--- src/rtl/csr_access_unit_pkg.sv ---
// rtl/csr_access_unit_pkg.sv - shared widths, Zicsr funct3 codes and FSM states for the CSR access unit
package csr_access_unit_pkg;

    localparam int CSR_XLEN   = 64;
    localparam int CSR_ADDR_W = 12;

    localparam logic [2:0] CSR_F3_RW  = 3'b001;
    localparam logic [2:0] CSR_F3_RS  = 3'b010;
    localparam logic [2:0] CSR_F3_RC  = 3'b011;
    localparam logic [2:0] CSR_F3_RWI = 3'b101;
    localparam logic [2:0] CSR_F3_RSI = 3'b110;
    localparam logic [2:0] CSR_F3_RCI = 3'b111;

    typedef enum logic [1:0] {
        ST_IDLE,
        ST_READ,
        ST_WRITE,
        ST_RESP
    } csr_state_e;

    // funct3[2] selects the uimm operand; funct3[1:0]==01 is a plain swap
    function automatic logic f3_is_imm(input logic [2:0] f3);
        return f3[2];
    endfunction

    function automatic logic f3_is_swap(input logic [2:0] f3);
        return f3[1:0] == 2'b01;
    endfunction

endpackage

--- src/rtl/csr_access_unit_if.sv ---
// rtl/csr_access_unit_if.sv - request, CSR port and response signals of the CSR access unit
interface csr_access_unit_if
    import csr_access_unit_pkg::*;
#(
    parameter int XLEN   = CSR_XLEN,
    parameter int ADDR_W = CSR_ADDR_W
);
    logic              req_valid;
    logic              req_ready;
    logic [2:0]        req_funct3;
    logic [ADDR_W-1:0] req_addr;
    logic [4:0]        req_rs1_idx;
    logic [XLEN-1:0]   req_rs1_data;
    logic [4:0]        req_rd_idx;

    logic              csr_rd_ena;
    logic [ADDR_W-1:0] csr_rd_addr;
    logic [XLEN-1:0]   csr_rd_data;
    logic              csr_wr_ena;
    logic [ADDR_W-1:0] csr_wr_addr;
    logic [XLEN-1:0]   csr_wr_data;

    logic              resp_valid;
    logic              resp_ready;
    logic [XLEN-1:0]   resp_data;
    logic [4:0]        resp_rd_idx;
    logic              resp_illegal;

    modport master (
        input  req_valid, req_funct3, req_addr, req_rs1_idx, req_rs1_data, req_rd_idx,
        input  csr_rd_data, resp_ready,
        output req_ready, csr_rd_ena, csr_rd_addr, csr_wr_ena, csr_wr_addr, csr_wr_data,
        output resp_valid, resp_data, resp_rd_idx, resp_illegal
    );

    modport slave (
        output req_valid, req_funct3, req_addr, req_rs1_idx, req_rs1_data, req_rd_idx,
        output csr_rd_data, resp_ready,
        input  req_ready, csr_rd_ena, csr_rd_addr, csr_wr_ena, csr_wr_addr, csr_wr_data,
        input  resp_valid, resp_data, resp_rd_idx, resp_illegal
    );

endinterface

--- src/rtl/csr_access_unit_alu.sv ---
// rtl/csr_access_unit_alu.sv - combinational Zicsr new-value, write-enable and legality decode
module csr_access_unit_alu
    import csr_access_unit_pkg::*;
#(
    parameter int XLEN = CSR_XLEN
)
(
    input  logic [2:0]      funct3_i,
    input  logic [XLEN-1:0] old_i,
    input  logic [XLEN-1:0] operand_i,
    input  logic [4:0]      rs1_idx_i,
    input  logic            addr_ro_i,
    output logic [XLEN-1:0] new_o,
    output logic            do_write_o,
    output logic            illegal_o
);

    logic f3_ok;

    always_comb begin
        new_o      = '0;
        do_write_o = 1'b0;
        f3_ok      = 1'b1;
        // set/clear with rs1=x0 (or uimm=0) are pure reads and must not touch the CSR
        case (funct3_i[1:0])
            2'b01: begin
                new_o      = operand_i;
                do_write_o = 1'b1;
            end
            2'b10: begin
                new_o      = old_i | operand_i;
                do_write_o = rs1_idx_i != 5'd0;
            end
            2'b11: begin
                new_o      = old_i & ~operand_i;
                do_write_o = rs1_idx_i != 5'd0;
            end
            default: f3_ok = 1'b0;
        endcase
        illegal_o = !f3_ok || (do_write_o && addr_ro_i);
    end

endmodule

--- src/rtl/csr_access_unit.sv ---
// rtl/csr_access_unit.sv - Zicsr initiator: accept request, read CSR, write CSR, return old value
module csr_access_unit
    import csr_access_unit_pkg::*;
#(
    parameter int XLEN   = CSR_XLEN,
    parameter int ADDR_W = CSR_ADDR_W
)
(
    input  logic             clk,
    input  logic             rst,
    csr_access_unit_if.master bus
);

    csr_state_e        state_q, state_d;
    logic [2:0]        funct3_q;
    logic [ADDR_W-1:0] addr_q;
    logic [4:0]        rs1_idx_q;
    logic [XLEN-1:0]   rs1_data_q;
    logic [4:0]        rd_q;
    logic [XLEN-1:0]   old_q;
    logic [XLEN-1:0]   new_q;
    logic              do_write_q;
    logic              illegal_q;

    logic              rd_ena;
    logic              wr_ena;
    logic [XLEN-1:0]   old_d;
    logic [XLEN-1:0]   operand;
    logic [XLEN-1:0]   alu_new;
    logic              alu_do_write;
    logic              alu_illegal;

    assign operand = f3_is_imm(funct3_q) ? {{(XLEN-5){1'b0}}, rs1_idx_q} : rs1_data_q;
    assign old_d   = rd_ena ? bus.csr_rd_data : '0;

    csr_access_unit_alu #(.XLEN(XLEN)) u_alu (
        .funct3_i   (funct3_q),
        .old_i      (old_d),
        .operand_i  (operand),
        .rs1_idx_i  (rs1_idx_q),
        .addr_ro_i  (addr_q[ADDR_W-1 -: 2] == 2'b11),
        .new_o      (alu_new),
        .do_write_o (alu_do_write),
        .illegal_o  (alu_illegal)
    );

    always_ff @(posedge clk) begin
        if (rst) begin
            state_q    <= ST_IDLE;
            funct3_q   <= '0;
            addr_q     <= '0;
            rs1_idx_q  <= '0;
            rs1_data_q <= '0;
            rd_q       <= '0;
            old_q      <= '0;
            new_q      <= '0;
            do_write_q <= 1'b0;
            illegal_q  <= 1'b0;
        end else begin
            state_q <= state_d;
            if (state_q == ST_IDLE && bus.req_valid) begin
                funct3_q   <= bus.req_funct3;
                addr_q     <= bus.req_addr;
                rs1_idx_q  <= bus.req_rs1_idx;
                rs1_data_q <= bus.req_rs1_data;
                rd_q       <= bus.req_rd_idx;
            end
            if (state_q == ST_READ) begin
                old_q      <= old_d;
                new_q      <= alu_new;
                do_write_q <= alu_do_write;
                illegal_q  <= alu_illegal;
            end
        end
    end

    always_comb begin
        state_d          = state_q;
        rd_ena           = 1'b0;
        wr_ena           = 1'b0;
        bus.req_ready    = 1'b0;
        bus.resp_valid   = 1'b0;
        bus.resp_data    = '0;
        bus.resp_rd_idx  = '0;
        bus.resp_illegal = 1'b0;
        case (state_q)
            ST_IDLE: begin
                bus.req_ready = 1'b1;
                if (bus.req_valid) state_d = ST_READ;
            end
            ST_READ: begin
                // a swap into x0 has no architectural read, so skip read side effects
                rd_ena  = !(f3_is_swap(funct3_q) && rd_q == 5'd0);
                state_d = ST_WRITE;
            end
            ST_WRITE: begin
                wr_ena  = do_write_q && !illegal_q && !rst;
                state_d = ST_RESP;
            end
            ST_RESP: begin
                bus.resp_valid   = 1'b1;
                bus.resp_data    = old_q;
                bus.resp_rd_idx  = rd_q;
                bus.resp_illegal = illegal_q;
                if (bus.resp_ready) state_d = ST_IDLE;
            end
            default: state_d = ST_IDLE;
        endcase
    end

    assign bus.csr_rd_ena  = rd_ena;
    assign bus.csr_rd_addr = rd_ena ? addr_q : '0;
    assign bus.csr_wr_ena  = wr_ena;
    assign bus.csr_wr_addr = wr_ena ? addr_q : '0;
    assign bus.csr_wr_data = wr_ena ? new_q : '0;

endmodule

--- src/flat_wrapper.sv ---
// flat-port wrapper written by rule: the top's interface ports become plain ports
module csr_access_unit_flat import csr_access_unit_pkg::*;
#(
    parameter int XLEN   = CSR_XLEN,
    parameter int ADDR_W = CSR_ADDR_W
)
  (clk, rst, bus_req_valid, bus_req_funct3, bus_req_addr, bus_req_rs1_idx, bus_req_rs1_data, bus_req_rd_idx, bus_csr_rd_data, bus_resp_ready, bus_req_ready, bus_csr_rd_ena, bus_csr_rd_addr, bus_csr_wr_ena, bus_csr_wr_addr, bus_csr_wr_data, bus_resp_valid, bus_resp_data, bus_resp_rd_idx, bus_resp_illegal);
  csr_access_unit_if #(.XLEN(XLEN), .ADDR_W(ADDR_W)) bus_i ();
  input  logic clk;
  input  logic rst;
  input wire logic [$bits(bus_i.req_valid)-1:0] bus_req_valid;
  input wire logic [$bits(bus_i.req_funct3)-1:0] bus_req_funct3;
  input wire logic [$bits(bus_i.req_addr)-1:0] bus_req_addr;
  input wire logic [$bits(bus_i.req_rs1_idx)-1:0] bus_req_rs1_idx;
  input wire logic [$bits(bus_i.req_rs1_data)-1:0] bus_req_rs1_data;
  input wire logic [$bits(bus_i.req_rd_idx)-1:0] bus_req_rd_idx;
  input wire logic [$bits(bus_i.csr_rd_data)-1:0] bus_csr_rd_data;
  input wire logic [$bits(bus_i.resp_ready)-1:0] bus_resp_ready;
  output wire logic [$bits(bus_i.req_ready)-1:0] bus_req_ready;
  output wire logic [$bits(bus_i.csr_rd_ena)-1:0] bus_csr_rd_ena;
  output wire logic [$bits(bus_i.csr_rd_addr)-1:0] bus_csr_rd_addr;
  output wire logic [$bits(bus_i.csr_wr_ena)-1:0] bus_csr_wr_ena;
  output wire logic [$bits(bus_i.csr_wr_addr)-1:0] bus_csr_wr_addr;
  output wire logic [$bits(bus_i.csr_wr_data)-1:0] bus_csr_wr_data;
  output wire logic [$bits(bus_i.resp_valid)-1:0] bus_resp_valid;
  output wire logic [$bits(bus_i.resp_data)-1:0] bus_resp_data;
  output wire logic [$bits(bus_i.resp_rd_idx)-1:0] bus_resp_rd_idx;
  output wire logic [$bits(bus_i.resp_illegal)-1:0] bus_resp_illegal;
  assign bus_i.req_valid = bus_req_valid;
  assign bus_i.req_funct3 = bus_req_funct3;
  assign bus_i.req_addr = bus_req_addr;
  assign bus_i.req_rs1_idx = bus_req_rs1_idx;
  assign bus_i.req_rs1_data = bus_req_rs1_data;
  assign bus_i.req_rd_idx = bus_req_rd_idx;
  assign bus_i.csr_rd_data = bus_csr_rd_data;
  assign bus_i.resp_ready = bus_resp_ready;
  assign bus_req_ready = bus_i.req_ready;
  assign bus_csr_rd_ena = bus_i.csr_rd_ena;
  assign bus_csr_rd_addr = bus_i.csr_rd_addr;
  assign bus_csr_wr_ena = bus_i.csr_wr_ena;
  assign bus_csr_wr_addr = bus_i.csr_wr_addr;
  assign bus_csr_wr_data = bus_i.csr_wr_data;
  assign bus_resp_valid = bus_i.resp_valid;
  assign bus_resp_data = bus_i.resp_data;
  assign bus_resp_rd_idx = bus_i.resp_rd_idx;
  assign bus_resp_illegal = bus_i.resp_illegal;
  csr_access_unit #(.XLEN(XLEN), .ADDR_W(ADDR_W)) u_core (.clk(clk), .rst(rst), .bus(bus_i));
endmodule
--- config.mk ---
export PLATFORM = sky130hd
export DESIGN_NAME = csr_access_unit_flat
export DESIGN_NICKNAME = d
export VERILOG_FILES = /design/src/rtl/csr_access_unit_pkg.sv /design/src/rtl/csr_access_unit_if.sv /design/src/rtl/csr_access_unit_alu.sv /design/src/rtl/csr_access_unit.sv /design/src/flat_wrapper.sv
export SDC_FILE = /design/constraint.sdc
export NUM_CORES = 1
export LEC_CHECK = 0
export ABC_AREA = 1
export CORE_MARGIN = 2
export CORE_UTILIZATION = 51
export DETAILED_ROUTE_END_ITERATION = 12
export PLACE_DENSITY = 0.91
export SYNTH_ARGS = -nofsm -noshare
export SYNTH_HDL_FRONTEND = slang
export SYNTH_SLANG_ARGS = --single-unit
--- constraint.sdc ---
create_clock -name clk -period 4.1 [get_ports clk]
set_clock_uncertainty 0.2 [all_clocks]
set_input_delay 1.025 -clock clk [delete_from_list [all_inputs] [get_ports clk]]
set_output_delay 1.025 -clock clk [all_outputs]
set_load 0.1 [all_outputs]
* Word-level counts from Yosys, hierarchy flattened
Cells that the tools add are included.
** Operators by class
- Muxes and demuxes :: 18
- Reductions and logical operators :: 16
- Equality and inequality tests :: 9
- Bitwise gates (word level) :: 3
** Operators by type and width (number)
- $mux W64 :: 4
- $pmux W64 S3 :: 1
- $and A64 B64 Y64 :: 1
- $not A64 Y64 :: 1
- $or A64 B64 Y64 :: 1
- $mux W12 :: 2
- $eq A2 B2 Y1 const B :: 5
- $pmux W2 S4 :: 1
- $mux W1 :: 6
- $logic_and A1 B1 Y1 :: 5
- $logic_not A5 Y1 :: 1
- $mux W5 :: 1
- $reduce_bool A5 Y1 :: 1
- $eq A2 B1 Y1 const B :: 2
- $logic_not A1 Y1 :: 4
- $mux W2 :: 2
- $ne A2 B2 Y1 const B :: 2
- $reduce_or A3 Y1 :: 1
- $logic_not A2 Y1 :: 1
- $pmux W1 S2 :: 1
- $reduce_and A2 Y1 :: 1
- $reduce_or A2 Y1 :: 1
- $logic_or A1 B1 Y1 :: 1
** Storage, ports and cells
- Word-level logic and storage cells :: 56
- Input port bits :: 157
- Register bits after elaboration :: 221
- Output and inout bits :: 162

* Longest topological paths before layout
Gate-level depths: netlist (run 1).
- Depth in word-level cells :: 7
- Gate-level depth with buffers :: 10
- Depth with buffers taken out :: 8

* Modules after synthesis
A second synthesis (run 1) with hierarchy kept.
** Second synthesis, totals
- Cells, all modules :: 1658
- Area total of the unflattened synthesis :: 11101.9 µm²
** By module, submodules not included
- csr_access_unit :: times used 1, cells an instance 1378, area each 10025.9 µm², sequential area each 4424.2 µm²
- csr_access_unit_alu :: times used 1, cells an instance 280, area each 1076.0 µm², sequential area each 0.0 µm²

* Least setup slack after synthesis (run 1)
No wires, ideal clock.
- Path kind :: input port to output port
- From :: input rst
- To :: output bus_csr_wr_addr[0]
- Required time :: 2.875 ns
- Path slack :: -0.821 ns
- Arrival :: 3.696 ns
- Stages :: 6
- Buffers on the path :: 2
- Path through :: nor2_1 > and3_1 > inv_1 > buf_2 > buf_2 > nor2_1
** On the way
- Longest elaborated chain between the ends :: 4
** RTL lines
- start: declaration :: RTL line flat_wrapper.sv:10 : input logic rst;
- $logic_not A1 Y1 :: RTL line csr_access_unit.sv:97 : wr_ena = do_write_q && !illegal_q && !rst;
- $logic_and A1 B1 Y1 :: RTL line csr_access_unit.sv:97
- $mux W1 :: RTL line csr_access_unit.sv:86 : case (state_q)
- via bus_csr_wr_ena :: RTL line flat_wrapper.sv:22 : output wire logic [$bits(bus_i.csr_wr_ena)-1:0] bus_csr_wr_ena;
- $mux W12 :: RTL line csr_access_unit.sv:114 : assign bus.csr_wr_addr = wr_ena ? addr_q : '0;
- end: declaration :: RTL line flat_wrapper.sv:23 : output wire logic [$bits(bus_i.csr_wr_addr)-1:0] bus_csr_wr_addr;
The timed path passes the listed nets, and every way through them passes these cells.

* Worst setup path after layout (run 1)
- From :: register u_core.state_q[0]
- To :: output bus_csr_wr_data[0]
** On the way
- Longest elaborated chain between the ends :: 3
** RTL lines
- start: declaration :: RTL line csr_access_unit.sv:14 : csr_state_e state_q, state_d;
- start signal: assignment :: RTL line csr_access_unit.sv:60 : state_q <= state_d;
- $eq A2 B2 Y1 :: RTL line csr_access_unit.sv:86
- $mux W1 :: RTL line csr_access_unit.sv:86
- $mux W64 :: RTL line csr_access_unit.sv:115 : assign bus.csr_wr_data = wr_ena ? new_q : '0;
- end: declaration :: RTL line flat_wrapper.sv:24 : output wire logic [$bits(bus_i.csr_wr_data)-1:0] bus_csr_wr_data;
No other way between the ends.

==> results of run 1 <==
==> kinds of logic after synthesis <==
group / after synthesis / synth area share (%)
adder cells (fa/ha/maj): 4 / 0.4776
AND/OR/NAND/NOR: 778 / 29.62
flip-flops: 221 / 42.22
AO/OA/AOI/OAI: 306 / 14.66
buffers and inverters: 341 / 13.03
==> through the flow <==
step	instance area (um^2)	power [W]	hold slack (ps)	utilization, %	std cells
2_1_floorplan	11020	0.005125	230.3	-	1650
6_report	15610	0.007986	252.6	77.41	2170
3_3_place_gp	14900	0.005874	239.4	73.86	2131
4_1_cts	15610	0.007986	254.4	77.39	2169
5_1_grt	15610	0.008438	271.1	77.41	2170
3_5_place_dp	14900	0.005990	246.0	73.86	2131
==> registers in the layout, indices dropped and copies added, names as in the netlist, 2 cells and up <==
signal and count:
u_core.addr_q 12, u_core.rs1_idx_q 5, u_core.state_q 2, u_core.rd_q 5, u_core.funct3_q 3, u_core.rs1_data_q 64, u_core.old_q 64, u_core.new_q 64
==> per-layer routing <==
layer	up-vias	wire, um	part of all wire (%)	track usage [%]
met5	-	0	0	0
li1	5575	-	-	-
met4	0	1721	5.0	15.72
met1	5326	12740	37	35.86
met3	121	3103	8.9	6.894
met2	556	17200	49	54.84
==> tightest hold or removal path, delay by kind of cell (launching register included) <==
family	cells	cell delay [ps]
compound gates	1	50
flops	1	300
buf+inv	1	60
==> path summary, 6_finish.rpt <==
kind / endpoint / slack [ps] / from / depth (start not counted)
setup / recovery: bus_csr_wr_data[0] / 280 / u_core.state_q[0] / 7
hold reg to reg: u_core.rs1_data_q[40] / 250 / u_core.rs1_data_q[40] / 2
hold / removal: u_core.rs1_data_q[40] / 250 / u_core.rs1_data_q[40] / 2
setup reg to reg: u_core.old_q[41] / 1390 / u_core.state_q[1] / 7
==> area by class of cell <==
class / instances / area, um^2
Multi-Input combinational cell: 1088 / 5258
Fill cell: 1340 / 4557
Sequential cell: 221 / 4425
Timing Repair Buffer: 332 / 4044
Inverter: 220 / 833.3
Clock buffer: 31 / 645.6
Tap cell: 270 / 337.8
Clock inverter: 7 / 66.31
Antenna cell: 1 / 2.502
==> cell usage after synthesis, drive strengths merged <==
cell type / instances / area share (%)
o21ai: 93 / 4.4
a211oi: 1 / 0.072
inv: 220 / 7.9
a31oi: 1 / 0.060
and3: 1 / 0.060
nand4: 62 / 3.7
o22ai: 1 / 0.060
nor2: 237 / 8.5
clkbuf: 68 / 2.4
nor4: 1 / 0.060
nor3: 2 / 0.14
dfxtp: 221 / 42
buf: 53 / 2.7
nand3: 3 / 0.14
a21oi: 210 / 10
ha: 4 / 0.48
nand2: 472 / 17
==> power by group <==
part	leakage [nW]	total, W	switching [W]	internal, W
Clock	0.351	0.00200	0.000840	0.00116
Combinational	4.38	0.00313	0.00227	0.000857
Sequential	1.81	0.00286	0.000246	0.00261
Total	6.54	0.00799	0.00336	0.00463
==> results.py, run 1 <==
metrics = {
    "worst_setup_path": {
        "crit_path_cell_trace": "inv_1 > ha_1 > and3_2 > inv_6 > buf_12 > nor2_2 > buf_12",
        "start_kind": "register",
        "crit_type": "reg -> out",
        "crit_family": "buffers and inverters",
        "cp_max_fo": 76,
        "cp.required_ps": 2870,
        "crit_buf_inv": 4,
        "worstPathArrival_ps": 2590,
        "cp-end-kind": "primary output",
        "max_stage_delay_ps": 640,
        "cpMaxStageDelayCell": "buf_12",
        "cpMostUsedCell": "buf_12",
    },
    "sta": {
        "max_freq_mhz": 261.9,
        "slew_headroom_pct": 30.02,
        "rsz0062_at_grt": "false",
        "min_period_over_period_pct": 93.14,
        "min_period_ps": 3819,
        "setup_viol": 0,
        "worst_pin_slew_ps": 1050,
        "setup_ws_ps": 281.2,
        "slew_viol_final": 0,
        "finalSetupTns_ps": 0,
        "hold_viol": 0,
    },
    "global_routing": {
        "grt_max_degree": 101,
        "grt_pass1_wl_um": 55790,
        "antenna_found_initial": 1,
        "grt_pass1_vias": 11260,
        "grtUsageTotal_pct": 31.26,
        "grt_overflow": 0,
    },
    "flow_run": {
        "maxCapViolations": 0,
    },
    "layout": {
        "nets": 2047,
        "layout-drive-gt1-share_pct": 15.90,
        "layout_commonest_cell": "nand2_1",
        "area_growth_pct": 48.97,
        "final_cell_mix": "nand2_1 (468), dfxtp_1 (220), inv_1 (215)",
    },
    "die": {
        "die-area_um2": 21710,
        "io_pins": 319,
        "start_util_pct": 51.96,
        "die_y_um": 147.4,
        "placementRows": 52,
        "die_width_um": 147.4,
        "coreArea_um2": 20170,
    },
    "clock_tree": {
        "clockRootBuffer": "clkbuf_16",
        "clk_pin_slew_ps": 60,
        "cts_tree": "built",
        "clkSinkCount": 221,
        "cts_resized": 0,
        "holdBufCountCts": 0,
        "cts_buffer_depth": 3,
        "clk-insertion-delay-late_ps": 500,
        "cts_max_level": 1,
        "cts_buffers": 23,
        "cts_setup_buffers": 0,
    },
    "detailed_routing": {
        "viasPerCell": 5.335,
        "dr.pass1.iters": 7,
        "drt_iter0_markers": 918,
        "antenna_left": 0,
        "drc": 0,
        "dr_total_vias": 11580,
        "wirelength_um": 34770,
        "wl_per_cell_um": 16.02,
    },
    "place": {
        "preCtsSetupSlack_ps": 405.8,
        "place_congestion": 0.8749,
        "port_buffers": 318,
        "dp_hpwl_um": 23430,
    },
    "worst_hold_path": {
        "worstHoldPathType": "reg -> reg",
    },
    "synthesis": {
        "syn_avg_cell_area_um2": 6.352,
        "ys_types": 24,
        "syn-num-nets": 1811,
        "seq_area_frac_synth_pct": 42.22,
        "ys_ff_latch": 221,
        "netlist_area_um2": 10480,
        "synth_cells": 1650,
        "yosysWarnings": 0,
    },
    "pwr": {
        "cellPowerDensity_nw_per_um2": 511.5,
        "leakagePower_nw": 6.538,
        "peakVddDrop_uv": 341.0,
    },
    "run_status": {
        "outcome": "completed",
    },
}
No activity file was read; power rests on OpenSTA's default activity.
==> run 2: changes to the inputs <==
- CORE_MARGIN: 2 -> default
- CORE_UTILIZATION: 51 -> 48
- PLACE_DENSITY: 0.91 -> 0.87
- clock period: 4.1 -> 4.35 ns (I/O delays scaled with it)
==> run 2 against run 1 <==
- critical path depth shrank 2
- global-route usage shrank 2.7 points
- non-clock buffer count grew 1
- largest cell class unchanged
- highest routed layer unchanged
==> results.py, run 2 (synthesis gave the netlist of run 1 again) <==
metrics = {
    "layout": {
        "fin_cells": 2177,
        "num_antenna_cells": 0,
        "layout_commonest_cell": "nand2_1",
        "final_cell_mix": "nand2_1 (468), dfxtp_1 (220), inv_1 (215)",
        "fin_util_pct": 72.47,
        "reg.largest.list": "u_core.new_q: 64 flops, u_core.old_q: 64 flops, u_core.rs1_data_q: 64 flops",
        "layout-drive-gt1-share_pct": 16.25,
        "nets": 2048,
        "area_growth_pct": 46.74,
    },
    "sta": {
        "min_period_over_period_pct": 86.99,
        "slew_viol_final": 0,
        "min_period_ps": 3784,
        "hold_viol": 0,
        "worst_pin_slew_ps": 1031,
        "max_freq_mhz": 264.3,
        "rsz0062_at_grt": "false",
        "setup_viol": 0,
        "finalSetupTns_ps": 0,
        "timing.hold.ws_ps": 249.0,
        "slew_headroom_pct": 31.29,
    },
    "clock_tree": {
        "clk-insertion-delay-late_ps": 510,
        "cts_setup_buffers": 0,
        "cts_max_level": 1,
        "clk_pin_slew_ps": 60,
        "cts_buffer_depth": 3,
        "clkSinkCount": 221,
        "holdBufCountCts": 0,
        "cts_buffers": 23,
        "clockRootBuffer": "clkbuf_16",
        "cts_resized": 0,
        "cts_tree": "built",
    },
    "global_routing": {
        "grt_pass1_vias": 10520,
        "use_met3_pct": 4.939,
        "grt_pass1_wl_um": 51540,
        "grtUsageTotal_pct": 28.57,
        "grt_use_met1_pct": 33.98,
        "busiest_layer": "met2",
        "grt_max_degree": 98,
        "grt_overflow": 0,
        "grt_use_met2_pct": 50.83,
        "antenna_found_initial": 0,
    },
    "detailed_routing": {
        "wl_per_cell_um": 15.36,
        "drc": 0,
        "wirelength_um": 33430,
        "viasPerCell": 5.224,
        "drt_iter0_markers": 664,
        "dr.pass1.iters": 7,
        "antenna_left": 0,
        "dr_total_vias": 11370,
    },
    "pwr": {
        "leakagePower_nw": 6.578,
        "peakVddDrop_uv": 508.0,
        "cellPowerDensity_nw_per_um2": 498.4,
    },
    "die": {
        "coreArea_um2": 21220,
        "die_y_um": 149.8,
        "start_util_pct": 49.39,
        "placementRows": 53,
        "die-area_um2": 22430,
        "die_width_um": 149.8,
        "io_pins": 319,
    },
    "worst_setup_path": {
        "start_kind": "register",
        "cp.required_ps": 3060,
        "cp_max_fo": 61,
        "crit_path_cell_trace": "inv_1 > ha_4 > nand2_2 > nor2_1 > buf_12",
        "cp-end-kind": "primary output",
        "crit_type": "reg -> out",
        "max_stage_delay_ps": 610,
        "worstPathArrival_ps": 2500,
        "cpMaxStageDelayCell": "ha_4",
    },
    "place": {
        "place_congestion": 0.8526,
        "dpl.cell_count": 2137,
        "port_buffers": 318,
        "dp_hpwl_um": 22170,
    },
    "run_status": {
        "outcome": "completed",
    },
    "worst_hold_path": {
        "worstHoldPathType": "reg -> reg",
    },
    "flow_run": {
        "maxCapViolations": 0,
    },
}
## run 2: cell types whose count changed in the layout (fill, tap and decap cells not counted), sizes merged
cell    delta
bufinv     +2
buf        +1
clkbuf     -1
clkinv     +1
diode      -1
## run 2: cell type report
| type | instances | area, um^2 |
|---|---|---|
| clock buffers | 30 | 671.9 |
| repair buffers | 333 | 4051 |
| multi-input cells | 1088 | 4927 |
| clock inverters | 10 | 127.6 |
| inverters | 220 | 830.8 |
| flip-flops and latches | 221 | 4425 |
| fillers | 1619 | 5842 |
| well taps | 275 | 344.1 |
## run 2: path summary, 6_finish.rpt
check	startpoint	end	slack, ps	depth (start not counted)
worst min-delay path	u_core.rs1_data_q[35]	u_core.rs1_data_q[35]	250	2
worst max register to register	u_core.state_q[1]	u_core.old_q[27]	1380	7
worst max-delay path	u_core.state_q[1]	bus_csr_rd_addr[0]	570	5
worst min register to register	u_core.rs1_data_q[35]	u_core.rs1_data_q[35]	250	2
## run 2: power by group
part	switching, W	total, W	internal (W)
clock	0.000816	0.00207	0.00126
combinational	0.00211	0.00291	0.000806
sequential	0.000215	0.00268	0.00246
total	0.00314	0.00766	0.00453
## run 2: worst max-delay path, delay by kind of cell, from the launching register on
| family | cells | cell delay [ps] |
|---|---|---|
| fa+ha+maj | 1 | 610 |
| buf+inv | 2 | 340 |
| flops | 1 | 330 |
| simple gates | 2 | 680 |
## run 2: layer usage
metal / wire length, um / part of all wire, % / up-vias
li1: - / - / 5581
met1: 13050 / 39 / 5201
met2: 16390 / 49 / 507
met3: 2863 / 8.6 / 84
met4: 1128 / 3.4 / 0
met5: 0 / 0 / -
## run 2: stage by stage
stage                     cell area, um^2  total power, W  setup slack (ps)
final                               15380        0.007664             565.8
after global routing                15380        0.008078             434.7
after CTS                           15380        0.007675             519.3
after detailed placement            14580        0.005594             793.9
after global placement              14580        0.005498             839.9
after floorplan                     10690        0.004800             26.52
==> run 3: changes to the inputs <==
- SETUP_SLACK_MARGIN: default -> 0.4
- clock period: 4.35 -> 3.7 ns (I/O delays scaled with it)
==> run 3 against run 2 <==
- sequential power up 19%
- final area grew 8.8%
- worst setup slack got worse by 100 ps
- core utilization increased by 6.4 points
- combinational power rose by 26%
- routed wire length is 12% higher
- critical path depth is the same
- critical path type unchanged
==> results.py, run 3 (synthesis gave the netlist of run 1 again) <==
metrics = {
    "die": {
        "io_pins": 319,
        "die-area_um2": 22430,
        "placementRows": 53,
        "start_util_pct": 49.39,
        "die_y_um": 149.8,
        "coreArea_um2": 21220,
        "die_width_um": 149.8,
    },
    "sta": {
        "slew_headroom_pct": 29.04,
        "finalSetupTns_ps": 0,
        "slew_viol_final": 0,
        "min_period_ps": 3236,
        "setup_ws_ps": 463.6,
        "min_period_over_period_pct": 87.47,
        "hold_viol": 0,
        "max_freq_mhz": 309.0,
        "setup_viol": 0,
        "rsz0062_at_grt": "false",
        "worst_pin_slew_ps": 1064,
        "timing.hold.ws_ps": 253.4,
    },
    "clock_tree": {
        "cts_buffers": 23,
        "cts_buffer_depth": 3,
        "cts_max_level": 1,
        "clkSinkCount": 221,
        "clk-insertion-delay-late_ps": 500,
        "cts_tree": "built",
        "clockRootBuffer": "clkbuf_16",
        "clk_pin_slew_ps": 60,
    },
    "flow_run": {
        "maxCapViolations": 0,
    },
    "pwr": {
        "cellPowerDensity_nw_per_um2": 543.7,
        "peakVddDrop_uv": 431.5,
        "leakagePower_nw": 6.826,
    },
    "layout": {
        "reg.largest.list": "u_core.new_q: 64 flops, u_core.old_q: 64 flops, u_core.rs1_data_q: 64 flops",
        "nets": 2059,
        "layout_commonest_cell": "nand2_1",
        "n_fill_cell": 1337,
        "num_antenna_cells": 0,
        "final_cell_area_um2": 16730,
        "area_growth_pct": 59.61,
        "layout-drive-gt1-share_pct": 16.56,
        "final_cell_mix": "nand2_1 (468), dfxtp_1 (220), inv_1 (214)",
    },
    "global_routing": {
        "grt_use_met1_pct": 35.76,
        "grt_overflow": 0,
        "grt_pass1_vias": 11650,
        "grt_max_degree": 100,
        "use_met3_pct": 6.677,
        "grtUsageTotal_pct": 32.53,
        "busiest_layer": "met2",
        "grt_pass1_wl_um": 57640,
        "grt_use_met2_pct": 58.43,
        "antenna_found_initial": 0,
    },
    "place": {
        "place_area_um2": 15910,
        "port_buffers": 318,
        "preCtsSetupSlack_ps": 286.8,
        "dp_hpwl_um": 24600,
        "place_congestion": 0.8162,
    },
    "worst_setup_path": {
        "cp-end-kind": "primary output",
        "crit_type": "reg -> out",
        "crit_path_cell_trace": "inv_1 > ha_4 > nand2_2 > nor2_1 > buf_12",
        "worstPathArrival_ps": 2110,
        "start_kind": "register",
        "cp_max_fo": 13,
        "max_stage_delay_ps": 420,
        "cp.required_ps": 2570,
        "cpMaxStageDelayCell": "nor2_1",
    },
    "detailed_routing": {
        "wirelength_um": 37320,
        "wl_per_cell_um": 17.05,
        "antenna_left": 0,
        "drt_iter0_markers": 931,
        "dr_total_vias": 11870,
        "dr.pass1.iters": 7,
        "drc": 0,
        "viasPerCell": 5.421,
    },
    "worst_hold_path": {
        "worstHoldPathType": "reg -> reg",
    },
    "run_status": {
        "outcome": "completed",
    },
}
run 3: final timing paths:
check	to	slack (ps)	start	depth (start not counted)
hold / removal	u_core.rs1_data_q[60]	250	u_core.rs1_data_q[60]	2
setup reg to reg	u_core.old_q[47]	1210	u_core.state_q[1]	7
setup / recovery	bus_csr_rd_addr[11]	460	u_core.state_q[1]	5
hold reg to reg	u_core.rs1_data_q[60]	250	u_core.rs1_data_q[60]	2
run 3: cell type report:
type	count	area (um^2)	area share, %
well taps	275	344.1	2.057
repair inverters	1	11.26	0.06732
clock inverters	6	58.81	0.3516
flip-flops and latches	221	4425	26.46
inverters	220	844.6	5.049
clock buffers	35	670.6	4.009
repair buffers	343	5071	30.32
multi-input cells	1088	5301	31.69
run 3: routing by layer:
metal,wire [um],up-vias
li1,-,5594
met1,13280,5485
met2,18960,653
met3,3288,134
met4,1802,0
met5,0,-
run 3: stage by stage:
stage / power, W / util [%] / instances
2_1_floorplan: 0.005694 / - / 1650
3_3_place_gp: 0.006619 / 74.97 / 2144
3_5_place_dp: 0.006778 / 74.97 / 2144
4_1_cts: 0.009057 / 78.80 / 2189
5_1_grt: 0.009536 / 78.83 / 2189
6_report: 0.009095 / 78.83 / 2189
run 3: timing repair:
item	4_1_cts	5_1_grt
resized for setup	6	3
hold buffers	0	0
cloned	1	0
pin swaps	0	1
setup endpoints to repair	76	84
buffers inserted	3	0
run 3: power by group:
| group | total, W | switching (W) | internal, W | leakage, nW |
|---|---|---|---|---|
| Combinational | 0.00366 | 0.00261 | 0.00105 | 4.66 |
| Clock | 0.00226 | 0.000946 | 0.00132 | 0.362 |
| Sequential | 0.00318 | 0.000279 | 0.00290 | 1.81 |
| Total | 0.00910 | 0.00384 | 0.00526 | 6.83 |
run 3: critical path: cells and delay by family (launching register included):
kind / cells / cell delay (ps)
and+or+nand+nor: 2 / 700
buffers and inverters: 2 / 370
DFF: 1 / 340
adders and majority gates: 1 / 190
